[src/rtl/mem_scan_reader.sv]
// mem_scan_reader: walks every address of a synchronous-read memory in
// order and presents each word as an (address, data) beat on a
// valid/ready stream, while counting words that are all-ones.
//
// Optional feature: define MEM_SCAN_CLEAR_EN for read-and-clear mode.
// In that mode each accepted beat writes zero back to its address, so a
// completed scan leaves the memory all-zero.
module mem_scan_reader #(
    parameter int ADDR_W = 8,
    parameter int DATA_W = 16
) (
    input  logic              clk,
    input  logic              rst,
    input  logic              start,
    output logic              mem_rd_en,
    output logic [ADDR_W-1:0] mem_addr,
    input  logic [DATA_W-1:0] mem_rd_data,
`ifdef MEM_SCAN_CLEAR_EN
    output logic              mem_wr_en,
    output logic [DATA_W-1:0] mem_wr_data,
`endif
    output logic              out_valid,
    input  logic              out_ready,
    output logic [ADDR_W-1:0] out_addr,
    output logic [DATA_W-1:0] out_data,
    output logic              busy,
    output logic              done,
    output logic [ADDR_W:0]   sat_count
);

    typedef enum logic [1:0] {
        IDLE,
        READ,
        OUT,
        DONE
    } state_t;

    localparam logic [ADDR_W-1:0] LAST_ADDR = '1;
    localparam logic [DATA_W-1:0] SAT_WORD  = '1;

    state_t            state;
    logic [ADDR_W-1:0] addr;
    logic [DATA_W-1:0] data_q;
    logic              fresh;
    logic              accept;

    assign accept   = out_valid & out_ready;
    assign mem_addr = addr;

    // The read strobe in READ returns its word one cycle later, i.e. in the
    // first OUT cycle. That cycle shows the memory port directly and latches
    // it, so later (stalled) OUT cycles replay the held copy.
    assign out_data = fresh ? mem_rd_data : data_q;

`ifdef MEM_SCAN_CLEAR_EN
    // During the accept cycle mem_addr already equals out_addr, so the
    // write lands on the word that was just handed to the consumer.
    assign mem_wr_en   = accept;
    assign mem_wr_data = '0;
`endif

    // Scan sequencer: state, address, beat registers and saturation count.
    always_ff @(posedge clk) begin
        if (rst) begin
            state     <= IDLE;
            addr      <= '0;
            mem_rd_en <= 1'b0;
            out_valid <= 1'b0;
            out_addr  <= '0;
            data_q    <= '0;
            fresh     <= 1'b0;
            busy      <= 1'b0;
            done      <= 1'b0;
            sat_count <= '0;
        end else begin
            // NOTE: every register here uses <= so all updates see the
            // values from before the edge, regardless of statement order.
            case (state)
                IDLE: begin
                    if (start) begin
                        addr      <= '0;
                        sat_count <= '0;
                        mem_rd_en <= 1'b1;
                        busy      <= 1'b1;
                        state     <= READ;
                    end
                end

                READ: begin
                    mem_rd_en <= 1'b0;
                    out_addr  <= addr;
                    out_valid <= 1'b1;
                    fresh     <= 1'b1;
                    state     <= OUT;
                end

                OUT: begin
                    if (fresh) begin
                        data_q <= mem_rd_data;
                        fresh  <= 1'b0;
                        if (mem_rd_data == SAT_WORD) begin
                            sat_count <= sat_count + 1'b1;
                        end
                    end
                    if (accept) begin
                        out_valid <= 1'b0;
                        if (addr == LAST_ADDR) begin
                            done  <= 1'b1;
                            state <= DONE;
                        end else begin
                            addr      <= addr + 1'b1;
                            mem_rd_en <= 1'b1;
                            state     <= READ;
                        end
                    end
                end

                DONE: begin
                    done  <= 1'b0;
                    busy  <= 1'b0;
                    state <= IDLE;
                end

                default: begin
                    state <= IDLE;
                end
            endcase
        end
    end

endmodule

[config.mk]
export PLATFORM = sky130hd
export DESIGN_NAME = mem_scan_reader
export DESIGN_NICKNAME = d
export VERILOG_FILES = /design/src/rtl/mem_scan_reader.sv
export SDC_FILE = /design/constraint.sdc
export NUM_CORES = 1
export LEC_CHECK = 0
export BUFFER_PORTS_ARGS = -buffer_cell sky130_fd_sc_hd__buf_2
export CAP_MARGIN = 10
export CORE_MARGIN = 2
export CORE_UTILIZATION = 47
export CTS_CLUSTER_DIAMETER = 100
export CTS_CLUSTER_SIZE = 16
export DETAILED_ROUTE_END_ITERATION = 10
export PLACE_DENSITY = 0.75
export SETUP_SLACK_MARGIN = 0.2
export SLEW_MARGIN = 20
export SYNTH_ARGS = -nofsm -noshare
export SYNTH_HDL_FRONTEND = slang
export SYNTH_SLANG_ARGS = --single-unit
[constraint.sdc]
create_clock -name clk -period 1.7 [get_ports clk]
set_clock_uncertainty 0.05 [all_clocks]
set_input_delay 0.085 -clock clk [delete_from_list [all_inputs] [get_ports clk]]
set_output_delay 0.085 -clock clk [all_outputs]
set_load 0.02 [all_outputs]
==> summary.md <==
| Metric | Value |
|---|---|
| Peak supply drop | `0.748 mV` |
| Flops & latches, synth | `48` |
| Inserted Clock Buffers | `5` |
| CTS clk-pin slew, worst paths | `0.10 ns` |
| Reg power frac | `around a third` |
| Mean Syn Cell Area | `slightly below 9 µm²` |
| Core area | `between 5000 and 6000 µm²` |
| Post-synthesis cell type count | `46` |
| Nets@finish | `411` |
| Worst hold path class | `primary input to flip-flop` |
| Via count | `2814` |
| Worst path slowest cell | `dfxtp_4` |
| Area of the die | `5840 µm²` |
| Worst path cell trace | `inv_4, ha_4, mux2i_2, or3b_1, or4_1, a31oi_1` |
| Vias per cell | `6.17` |
| Clock insertion delay at the later pin of the skew report | `0.31 ns` |
| H-Tree Depth | `2` |
| Setup ws final | `-0.0694 ns` |
| Setup Viol. Count Final | `2` |
| Worst Hold Launch | `out_ready` |
| Syn_nets | `302` |
| Drt pass-1 iters | `5` |
| Status | `finished with violations` |
| Worst r2r src | `state[1]$_SDFFE_PP0P_` |
| Initial core utilization | `48.5%` |
| FILL cells | `approximately 330` |
| Seq/Total Area, Yosys | `around two fifths` |
| Syn Inst Count | `276` |
| CTS root buffer | `clkbuf_8` |
| Clock sink total | `48` |
| Diode count | `0` |
| Ys Warns | `0` |
| Logic gate share of total power | `48.4%` |
| # DRC | `0` |
| Min cycle time layout | `about 1.8 ns` |
| Required time of the critical path | `around 1.9 ns` |
| Gr usage total | `24.3%` |
| CP Class | `flip-flop to flip-flop` |
| RSZ-0062 raised after global routing | `yes` |
| Synth Cell Area | `2460 µm²` |
| Cell-internal power | `2.60 mW` |
| Final period utilization | `104%` |
| Power per cell area | `1050 nW/µm²` |
| Vias in the first global route | `2458` |
| Worst Tran Pin Value | `0.686 ns` |
| Die Ht | `~76 µm` |
| Hold path endpoint | `out_valid$_SDFFE_PP0P_` |
| Fin. Hold Viols | `0` |
| Rows | `26` |
| First-pass GRT wire length | `11700 µm` |
| Gp weighted congestion | `0.884` |
| Crit end category | `flip-flop` |
| Hold path depth | `3` |
| CTS tree | `done` |
| Initial antenna violation count | `0` |
| Static leakage | `1.59 nW` |
| Crit-path max FO | `3` |
| Max-slew violations | `0` |
| Violated checks | `negative setup slack` |
| Clock power share | `roughly a fifth` |
| Post-synth EDFFs | `0` |
| Max Freq | `565 MHz` |
| Worst EP arrival | `1.96 ns` |
| Top FF cell, synth | `dfxtp_1` |
| Largest net degree at the start of global routing | `27` |
| Layout area overhead | `56.2%` |
| Slew headroom | `53.9%` |
| P_sw | `roughly 1.4 mW` |
| Max-cap violations | `0` |
| Final WL | `roughly 8800 µm` |
| Critical Path Start Type | `flip-flop` |
| Worst Reg-to-Reg Cells | `6` |
| Power Total | `4.05 mW` |
| Count of buffers from port buffering | `64` |
| Critical Path Max Stage Delay | `around 0.40 ns` |
| Grt total ovfl | `0` |
| IO Pins | `65` |
| CTS Buffer Depth | `2` |
| Per-cell routed wire length | `19.4 µm` |
| Worst R2R Setup Slack | `-0.07 ns` |
| Die X-Extent | `76.4 µm` |
| Worst r2r dst | `sat_count[7]$_SDFFE_PP0P_` |
| Layout cells sized above 1 | `52.1%` |
| Asr flop ratio synth | `0%` |
| DRT iter0 DRCs | `217` |
| Routed Antenna Nets | `0` |
| Post-DP HPWL | `4630 µm` |
| Sw Share | `35.8%` |
| Utilization after layout | `75.8%` |
state kept, by name, indices dropped and copies added (netlist names):
| register | count |
|---|---|
| busy | 1 |
| data_q | 16 |
| done | 1 |
| fresh | 1 |
| mem_addr | 8 |
| mem_rd_en | 1 |
| out_addr | 8 |
| out_valid | 1 |
| sat_count | 9 |
| state | 2 |
cells by family after synthesis:
group,count (synthesis),synth area share (%)
simple gates,109,23.5
compound gates,53,14.3
flops,48,39.0
mux,39,16.6
buf+inv,21,3.61
fa+ha+maj,6,3.05
critical path: cells and delay by family (launching register included):
| kind | cells | cell delay [ns] |
|---|---|---|
| and+or+nand+nor | 2 | 0.75 |
| DFF | 1 | 0.40 |
| adders and majority gates | 1 | 0.17 |
| muxes | 1 | 0.16 |
| AOI/OAI and AO/OA | 1 | 0.13 |
| buffers and inverters | 1 | 0.05 |
layer usage:
| layer | wire length (µm) | vias to the layer above | GRT usage (%) | part of all wire [%] |
|---|---|---|---|---|
| met5 | 0 | - | 0 | 0 |
| met4 | 340 | 0 | 10.2 | 3.8 |
| met3 | 746 | 35 | 5.45 | 8.4 |
| met2 | 4440 | 205 | 40.5 | 50 |
| met1 | 3320 | 1338 | 30.3 | 38 |
| li1 | - | 1236 | - | - |
per-stage QoR:
| step | setup TNS [ns] | instances | setup WS, ns | instance area, µm² | hold slack, ns |
|---|---|---|---|---|---|
| detailed placement | -0.0487 | 421 | -0.0272 | 3070 | 0.372 |
| finish | -0.0709 | 456 | -0.0694 | 3850 | 0.0728 |
| floorplan | -0.0271 | 276 | -0.0154 | 2540 | 0.195 |
| CTS | -0.0128 | 445 | -0.0128 | 3480 | 0.0377 |
| global placement | 0 | 421 | 0.0261 | 3070 | 0.358 |
| global route | -0.418 | 456 | -0.174 | 3850 | 0.0896 |
worst max-delay path by stage:
stage | startpoint | endpoint | slack (ns) | cells past startpoint
after floorplan | mem_addr[1]$_SDFFE_PP0P_ | mem_rd_en$_SDFFE_PP0P_ | -0.02 | 7
after global placement | state[1]$_SDFFE_PP0P_ | mem_addr[3]$_SDFFE_PP0P_ | 0.03 | 7
after detailed placement | state[0]$_SDFFE_PP0P_ | sat_count[7]$_SDFFE_PP0P_ | -0.03 | 6
after CTS | state[1]$_SDFFE_PP0P_ | sat_count[7]$_SDFFE_PP0P_ | -0.01 | 6
after global routing | state[1]$_SDFFE_PP0P_ | sat_count[7]$_SDFFE_PP0P_ | -0.17 | 6
final | state[1]$_SDFFE_PP0P_ | sat_count[7]$_SDFFE_PP0P_ | -0.07 | 6
synthesized netlist by cell type, types with 4 or more instances:
cell      instances  area (µm²)
a21oi_1          10        50.1
a31oi_1          11        68.8
a41oi_1           5        43.8
and3_1            6        37.5
clkbuf_1         12        45.0
dfxtp_1          48         961
ha_1              6        75.1
inv_1             4        15.0
mux2_2           15         169
mux2i_1          24         240
nand2_1          20        75.1
nand2b_1          5        31.3
nand3_1           7        35.0
nand4_1          10        62.6
nor2_1           30         113
nor3_1            8        40.0
o21ai_0          10        50.1
cell usage in the layout (no fill, tap or decap), types with 3 or more instances in the layout:
| master | instances |
|---|---|
| nor2b_4 | 3 |
| nand4b_1 | 3 |
| ha_4 | 4 |
| a41oi_2 | 4 |
| mux2_4 | 12 |
| nand2b_1 | 4 |
| a31o_2 | 3 |
| clkbuf_16 | 3 |
| dfxtp_4 | 4 |
| nor3_1 | 7 |
| o21ai_2 | 4 |
| a21oi_1 | 6 |
| o21ai_1 | 4 |
| dfxtp_1 | 41 |
| nand2_1 | 19 |
| buf_6 | 25 |
| buf_2 | 52 |
| and3_1 | 4 |
| clkbuf_8 | 5 |
| a31oi_1 | 9 |
| mux2i_1 | 23 |
| buf_4 | 38 |
| a21oi_2 | 4 |
| nand3_1 | 5 |
| nor2_1 | 28 |
| nand4_1 | 10 |
| dfxtp_2 | 3 |
| mux2_2 | 3 |
power groups by stage:
| stage | clock (mW) | combinational, mW | sequential (mW) |
|---|---|---|---|
| global placement | 0 | 1.22 | 1.27 |
| detailed placement | 0 | 1.23 | 1.27 |
| CTS | 0.815 | 1.46 | 1.26 |
| floorplan | 0 | 0.861 | 1.29 |
| global route | 0.856 | 2.03 | 1.28 |
| finish | 0.813 | 1.96 | 1.28 |
what timing repair did:
item / CTS / global route
resized for setup: 52 / 68
setup endpoints to repair: 35 / 36
gates cloned: 0 / 3
hold buffers: 0 / 0
buffers inserted: 16 / 8
pin swaps: 16 / 13
final cells by class:
type / count / area, µm² / area share [%]
clock buffers: 6 / 93.8 / 2.44
clock inverters: 2 / 16.3 / 0.423
repair buffers: 119 / 912 / 23.7
inverters: 4 / 20.0 / 0.520
flip-flops and latches: 48 / 980 / 25.5
multi-input cells: 207 / 1740 / 45.2
well taps: 70 / 87.6 / 2.28
Note: power is estimated with default switching activity, not from simulation.
